===== src/rtl/gpio_input_conditioner_pkg.sv =====
// Shared GPIO input constants and helpers.
// Board tops and the localbus GPIO slave take their defaults from here so that
// every user of the conditioner agrees on pin count and debounce timing.
package gpio_input_conditioner_pkg;

  localparam int GPIO_IN_WIDTH        = 13;
  localparam int GPIO_SYNC_STAGES     = 2;
  localparam int GPIO_DEBOUNCE_CYCLES = 100000;  // 1 ms at 100 MHz
  localparam int GPIO_CNT_W           = 17;

  // Terminal count of the debounce counter: a new level is accepted when the
  // counter sits here and the synchronized pin still disagrees with the level.
  function automatic int debounce_tc(input int cycles);
    return cycles - 1;
  endfunction

endpackage


===== src/rtl/gpio_debounce_bit.sv =====
// One pin of the GPIO input conditioner.
// Synchronizes the raw pin, debounces it with a saturating-free counter that
// restarts whenever the pin returns to the accepted level, and produces
// registered one-cycle rise/fall pulses from the accepted level.
//
// Ports:
//   clk        system clock
//   rst        synchronous reset, active-high
//   pin_in     raw asynchronous pin level
//   level_out  debounced level
//   rise_pulse one-cycle pulse, cycle after level_out goes 0->1
//   fall_pulse one-cycle pulse, cycle after level_out goes 1->0
module gpio_debounce_bit
  import gpio_input_conditioner_pkg::*;
#(
  parameter int SYNC_STAGES     = GPIO_SYNC_STAGES,
  parameter int DEBOUNCE_CYCLES = GPIO_DEBOUNCE_CYCLES,
  parameter int CNT_W           = GPIO_CNT_W
) (
  input  logic clk,
  input  logic rst,
  input  logic pin_in,
  output logic level_out,
  output logic rise_pulse,
  output logic fall_pulse
);

  localparam logic [CNT_W-1:0] CNT_TC = CNT_W'(debounce_tc(DEBOUNCE_CYCLES));

  logic [SYNC_STAGES-1:0] sync_q;
  logic                   s;
  logic [CNT_W-1:0]       cnt;
  logic                   level_d;

  assign s = sync_q[SYNC_STAGES-1];

  always_ff @(posedge clk) begin
    if (rst) begin
      sync_q     <= '0;
      cnt        <= '0;
      level_out  <= 1'b0;
      level_d    <= 1'b0;
      rise_pulse <= 1'b0;
      fall_pulse <= 1'b0;
    end else begin
      sync_q <= {sync_q[SYNC_STAGES-2:0], pin_in};

      // Any agreement with the accepted level discards the partial count, so
      // only an unbroken run of DEBOUNCE_CYCLES disagreeing samples is accepted.
      if (s == level_out) begin
        cnt <= '0;
      end else if (cnt == CNT_TC) begin
        level_out <= s;
        cnt       <= '0;
      end else begin
        cnt <= cnt + CNT_W'(1);
      end

      // Pulses come from the accepted level and its one-cycle-old copy, so
      // they land in the cycle after level_out changes.
      level_d    <= level_out;
      rise_pulse <= level_out & ~level_d;
      fall_pulse <= ~level_out & level_d;
    end
  end

endmodule


===== src/rtl/gpio_input_conditioner.sv =====
// GPIO input conditioner: per-pin synchronize/debounce/edge-detect followed by
// sticky, maskable event flags with write-1-to-clear and a single irq.
//
// Ports:
//   clk          system clock
//   rst          synchronous reset, active-high
//   pin_in       raw pin levels
//   rise_en      per-pin enable for rising-edge events
//   fall_en      per-pin enable for falling-edge events
//   evt_clr      write-1-to-clear strobe for evt_pending
//   level_out    debounced pin levels
//   rise_pulse   one-cycle rising-edge pulses
//   fall_pulse   one-cycle falling-edge pulses
//   evt_pending  sticky event flags
//   irq          registered OR of evt_pending
module gpio_input_conditioner
  import gpio_input_conditioner_pkg::*;
#(
  parameter int WIDTH           = GPIO_IN_WIDTH,
  parameter int SYNC_STAGES     = GPIO_SYNC_STAGES,
  parameter int DEBOUNCE_CYCLES = GPIO_DEBOUNCE_CYCLES,
  parameter int CNT_W           = GPIO_CNT_W
) (
  input  logic             clk,
  input  logic             rst,
  input  logic [WIDTH-1:0] pin_in,
  input  logic [WIDTH-1:0] rise_en,
  input  logic [WIDTH-1:0] fall_en,
  input  logic [WIDTH-1:0] evt_clr,
  output logic [WIDTH-1:0] level_out,
  output logic [WIDTH-1:0] rise_pulse,
  output logic [WIDTH-1:0] fall_pulse,
  output logic [WIDTH-1:0] evt_pending,
  output logic             irq
);

  logic [WIDTH-1:0] evt_set;

  for (genvar i = 0; i < WIDTH; i++) begin : g_pin
    gpio_debounce_bit #(
      .SYNC_STAGES     (SYNC_STAGES),
      .DEBOUNCE_CYCLES (DEBOUNCE_CYCLES),
      .CNT_W           (CNT_W)
    ) u_bit (
      .clk        (clk),
      .rst        (rst),
      .pin_in     (pin_in[i]),
      .level_out  (level_out[i]),
      .rise_pulse (rise_pulse[i]),
      .fall_pulse (fall_pulse[i])
    );
  end

  assign evt_set = (rise_pulse & rise_en) | (fall_pulse & fall_en);

  // Set beats clear so an event arriving alongside a clear write is not lost.
  always_ff @(posedge clk) begin
    if (rst) begin
      evt_pending <= '0;
      irq         <= 1'b0;
    end else begin
      evt_pending <= evt_set | (evt_pending & ~evt_clr);
      irq         <= |evt_pending;
    end
  end

endmodule


===== config.mk =====
export PLATFORM = sky130hd
export DESIGN_NAME = gpio_input_conditioner
export DESIGN_NICKNAME = d
export VERILOG_FILES = /design/src/rtl/gpio_input_conditioner_pkg.sv /design/src/rtl/gpio_debounce_bit.sv /design/src/rtl/gpio_input_conditioner.sv
export SDC_FILE = /design/constraint.sdc
export NUM_CORES = 1
export LEC_CHECK = 0
export CAP_MARGIN = 30
export CORE_MARGIN = 5
export CORE_UTILIZATION = 55
export DETAILED_ROUTE_END_ITERATION = 8
export MAX_ROUTING_LAYER = met4
export PLACE_DENSITY = 0.88
export RECOVER_POWER = 50
export SYNTH_ARGS = -nofsm -noshare
export SYNTH_HDL_FRONTEND = slang
export SYNTH_HIERARCHICAL = 1
export SYNTH_SLANG_ARGS = --single-unit

===== constraint.sdc =====
create_clock -name clk -period 2.5 [get_ports clk]
set_input_delay 0.375 -clock clk [delete_from_list [all_inputs] [get_ports clk]]
set_output_delay 0.375 -clock clk [all_outputs]
set_load 0.03 [all_outputs]

# ---- After elaboration in Yosys (flattened, before gate mapping)
# Cells that the tools add are included.
# W data, S select, Z words.
dict set report classes {
  eq_ne 26
  n_addsub 13
  n_reduce_logical 27
  bitwise 71
}
# op n
set ops {}
lappend ops {{$add A17 B1 Y17 const B} 13}
lappend ops {{$eq A17 B17 Y1 const B} 13}
lappend ops {{$and A13 B13 Y13} 3}
lappend ops {{$not A1 Y1} 39}
lappend ops {{$reduce_or A3 Y1} 13}
lappend ops {{$and A1 B1 Y1} 26}
lappend ops {{$or A13 B13 Y13} 2}
lappend ops {{$reduce_and A2 Y1} 13}
lappend ops {{$eq A1 B1 Y1} 13}
lappend ops {{$not A13 Y13} 1}
lappend ops {{$reduce_or A13 Y1} 1}
dict set report totals {
  in_bits 54
  word_cells 217
  ff_bits 313
}

# ---- Longest topological paths before layout
dict set report logic_depth {
  word_depth 3
  ltp_mapped 6
}

# ---- Hierarchy
# Netlist, hierarchy kept.
# module area_each_um2 n_inst cells_per_inst seq_area_each_um2
set modules_own_cells {}
lappend modules_own_cells {{gpio_debounce_bit at g_pin[0].u_bit ...} 952.2 12 102 460.4}
lappend modules_own_cells {{gpio_debounce_bit at g_pin[9].u_bit} 954.7 1 105 460.4}
lappend modules_own_cells {gpio_input_conditioner 560.5 1 60 280.3}

# ---- Worst setup path before layout
# OpenSTA, ideal clock, no wires.
dict set report synth_path {
  path_type {reg2reg}
  start {register g_pin[9].u_bit.cnt[0]}
  end {register g_pin[9].u_bit.cnt[10]}
  n_path_buf 1
  synth_period_minus_slack_ps 1713
  arrival_time_ps 1596
  setup_slack_ps 787
  setup_ps 117
  path_stages_with_launch 7
  required_time_ps 2383
  cell_sequence {dfxtp_1 -> ha_1 -> nand2_1 -> or4_4 -> o21ai_2 -> buf_2 -> nor2_1}
}
dict set report synth_between {
  elab_chain_cells 2
  elab_cells_between_ends 3
}
# element line_no
set synth_rtl {}
lappend synth_rtl {{from (decl)} gpio_debounce_bit.sv:32} ;# logic [CNT_W-1:0] cnt;
lappend synth_rtl {{from (signal assigned)} gpio_debounce_bit.sv:56} ;# cnt <= cnt + CNT_W'(1);
lappend synth_rtl {{branches (longest 2 deep; another with $add A17 B1 Y17)} -}
# Parallel ways; which one is timed is not known.
# A chain may end at the register's enable or synchronous reset.

# ---- Worst setup path after layout
dict set report layout_path {
  start {register g_pin[0].u_bit.level_out}
  end {output port level_out[0]}
}
# element line_no
set layout_rtl {}
lappend layout_rtl {{from (decl)} gpio_debounce_bit.sv:23} ;# output logic level_out,
lappend layout_rtl {{from (signal assigned)} gpio_debounce_bit.sv:53} ;# level_out <= s;
lappend layout_rtl {{to (decl)} gpio_input_conditioner.sv:30} ;# output logic [WIDTH-1:0] level_out,
# No word-level cell between the ends.

==> impl_metrics.env <==
export IMPL_cp_required_ps=2120
export IMPL_ys_seq_area_share_pct=48.4
export IMPL_num_fill_cells=1843
export IMPL_total_power_mw=10.3
export IMPL_synth_area_per_cell_um2=9.32
export IMPL_crit_path_end="level_out[0]"
export IMPL_cts_resized_gates=0
export IMPL_crit_cells=1
export IMPL_synthArstFlopShare_pct=0
export IMPL_synth_top_area_share_pct=48.4
export IMPL_rsz0062_at_grt="false"
export IMPL_syn_inst=1389
export IMPL_clk_latency_ps=500
export IMPL_r2r_slack_ps=490
export IMPL_cts_max_path_buffers=3
export IMPL_ys_warn_count=6
export IMPL_cts_htree_levels=2
export IMPL_yosysTopAreaCell="dfxtp_1"
export IMPL_synth_seq_cells=313
export IMPL_synth_edf_count=0
export IMPL_critPathLaunchType="register"
export IMPL_grt_pass1_wl_um=43500
export IMPL_grt_overflow=0
export IMPL_syn_area_mm2=0.0129
export IMPL_ios=107
export IMPL_cpMaxStageDelayCell="clkdlybuf4s50_1"
export IMPL_drive_gt1_share_pct=6.12
export IMPL_power_per_cell_area_mw_per_mm2=670
export IMPL_hold_viol=0
export IMPL_crit_type="reg -> out"
export IMPL_multi_input_area_mm2=0.00631
export IMPL_crit_buf_inv=1
export IMPL_wl_per_cell_um=13.9
export IMPL_synth_area_leaders="dfxtp_1, xnor2_1, nor2_1, xor2_1, nand3_1"
export IMPL_wirelength_um=25800
export IMPL_endpoint_kind="output pin"
export IMPL_grt_max_degree=51
export IMPL_max_freq_mhz=463
export IMPL_fp_row_count=56
export IMPL_syn_to_final_growth_pct=19.2
export IMPL_r2r_worst_path_cells=5
export IMPL_setup_viol=0
export IMPL_timing_critical_path_from="g_pin[0].u_bit/level_out"
export IMPL_synthDistinctLibCells=36
export IMPL_r2r_end="g_pin[9].u_bit/cnt[14]"
export IMPL_synth_nets=1456
export IMPL_worstReg2RegStart="g_pin[9].u_bit/cnt[0]"
export IMPL_ant_nets=0
export IMPL_dp_hpwl_um=17700
export IMPL_synth_ff_type="dfxtp_1"
export IMPL_min_path_type="reg -> reg"
export IMPL_cts_hold_buf=0
export IMPL_grt_usage_pct=19.6
export IMPL_synth_most_common_cell="dfxtp_1"
export IMPL_regArea_mm2=0.00627
export IMPL_cts_reportedPaths_clkPinSlew_ps=60
export IMPL_arrival_ps=1780
export IMPL_dr_first_iter_drc_count=457
export IMPL_antenna_found_initial=1
export IMPL_clockRootBuffer="clkbuf_16"
export IMPL_drcViolationCount=0
export IMPL_leakagePower_nw=4.89
export IMPL_vias=10000
export IMPL_drv_cap=0
export IMPL_initial_utilization_pct=55.5
export IMPL_crit_chain="clkdlybuf4s50_1"
export IMPL_io_buffers=106
export IMPL_die_y_um=163
export IMPL_grt_pass1_vias=9607
export IMPL_worstPathMaxFanout=5
export IMPL_nets=1578
export IMPL_dr_pass1_iters=6
export IMPL_place_congestion=0.865
export IMPL_crit_family="buffers and inverters"
export IMPL_worst_pin_slew_ps=1110
export IMPL_min_period_ps=2160
export IMPL_via_per_inst=5.41
export IMPL_peakVddDrop_mv=0.490
export IMPL_slew_viol_final=0
export IMPL_finalClockSkew_ps=11.0
export IMPL_cts_tree="done"
export IMPL_clock_sinks=313
export IMPL_tns_ps=0
export IMPL_outcome="complete, no violations"
export IMPL_numCtsBuffers=34
export IMPL_dieArea_mm2=0.0267
export IMPL_die_w_um=163
export IMPL_finalCritPeriodShare_pct=86.3
export IMPL_coreArea_mm2=0.0233
export IMPL_slowest_delay_ps=750
export IMPL_slew_headroom_pct=26.3
export IMPL_cts_setup_buffers=0
export IMPL_netlist_top_cells_count="dfxtp_1, nor2_1, xnor2_1"
## state kept, by name, summed over array words and instances, names as in the netlist
| name | flops |
|---|---|
| g_pin.u_bit/cnt | 221 |
| g_pin.u_bit/sync_q | 26 |
| evt_pending | 13 |
| g_pin.u_bit/fall_pulse | 13 |
| g_pin.u_bit/level_d | 13 |
| g_pin.u_bit/level_out | 13 |
| g_pin.u_bit/rise_pulse | 13 |
| irq | 1 |
## per-layer routing
layer / vias to the layer above / GRT usage (%) / routed length (µm)
met5: - / - / 0
met4: 0 / 6.33 / 580
met3: 43 / 4.26 / 1260
met2: 203 / 32.8 / 12400
met1: 4681 / 23.6 / 11600
li1: 5103 / - / -
## worst min-delay path by stage
stage / from / to / slack (ps) / cells past startpoint
after CTS: rst / g_pin[1].u_bit/level_out / 350 / 2
after global placement: g_pin[3].u_bit/level_d / g_pin[3].u_bit/rise_pulse / 390 / 1
after global routing: pin_in[1] / g_pin[1].u_bit/sync_q[0] / 410 / 2
after floorplan: g_pin[0].u_bit/level_d / g_pin[0].u_bit/rise_pulse / 380 / 1
after detailed placement: g_pin[3].u_bit/level_d / g_pin[3].u_bit/rise_pulse / 390 / 1
final: g_pin[12].u_bit/level_d / g_pin[12].u_bit/rise_pulse / 400 / 1
## cells in the final DEF (no fill, tap or decap), drive strengths merged
cell type      netlist  final
clkdlybuf4s50        0     82
or3                  1      1
xnor2              130    130
o21ai               15     15
and3                 1      1
diode                0      1
inv                 54     56
nand2b              38     38
nor3                30     30
and4                13     13
nor4bb              24     24
nor2b               50     50
ha                  13     13
dlygate4sd3          0     23
o31ai                1      1
a22oi               12     12
nor3b               13     13
a21oi               25     25
a41oi                1      1
clkinv               0      4
nand2               31     31
nor4b               13     13
nand4               77     77
or4                 14     14
buf                 26      1
a31oi                1      1
clkbuf               0     56
or4b                 1      1
nor2               237    237
bufinv               0      4
xor2                64     64
nand3              101    101
nor4                77     77
mux2i               13     13
dfxtp              313    313
## through the flow
step	worst slack, ps	instance area [µm²]	utilization, %	std cells	hold WS [ps]
after floorplan	787	12900	-	1389	383
after global placement	593	14300	61.2	1794	388
after detailed placement	500	14300	61.2	1794	391
after CTS	332	15400	66.2	1854	352
after global routing	296	15400	66.1	1855	413
final	342	15400	66.1	1855	399
## report_power, final
part           switching, mW  internal (mW)  total, mW
clock                   1.94           3.20       5.13
sequential            0.0178           5.01       5.03
combinational         0.0736          0.100      0.174
## cells by family after synthesis
family,Yosys count,synth area share [%]
simple gates,721,30.9
fa+ha+maj,13,1.26
flops,313,48.4
compound gates,55,2.45
buf+inv,80,2.80
xor+xnor,194,13.1
mux,13,1.01
## final cells by class
class | instances | area share (%)
multi-input cells | 996 | 40.9
flip-flops and latches | 313 | 40.6
clock inverters | 10 | 1.02
clock buffers | 50 | 6.50
repair buffers | 112 | 7.02
well taps | 319 | 2.59
inverters | 54 | 1.31
diodes | 1 | 0.0162
## worst register-to-register path, cell delays in order, from the launching register on
cell,delay (ps)
dfxtp_1,390
ha_1,300
nand2_1,70
or4_4,450
o21ai_2,530
nor2_1,130
Note: power is estimated with default switching activity, not from simulation.
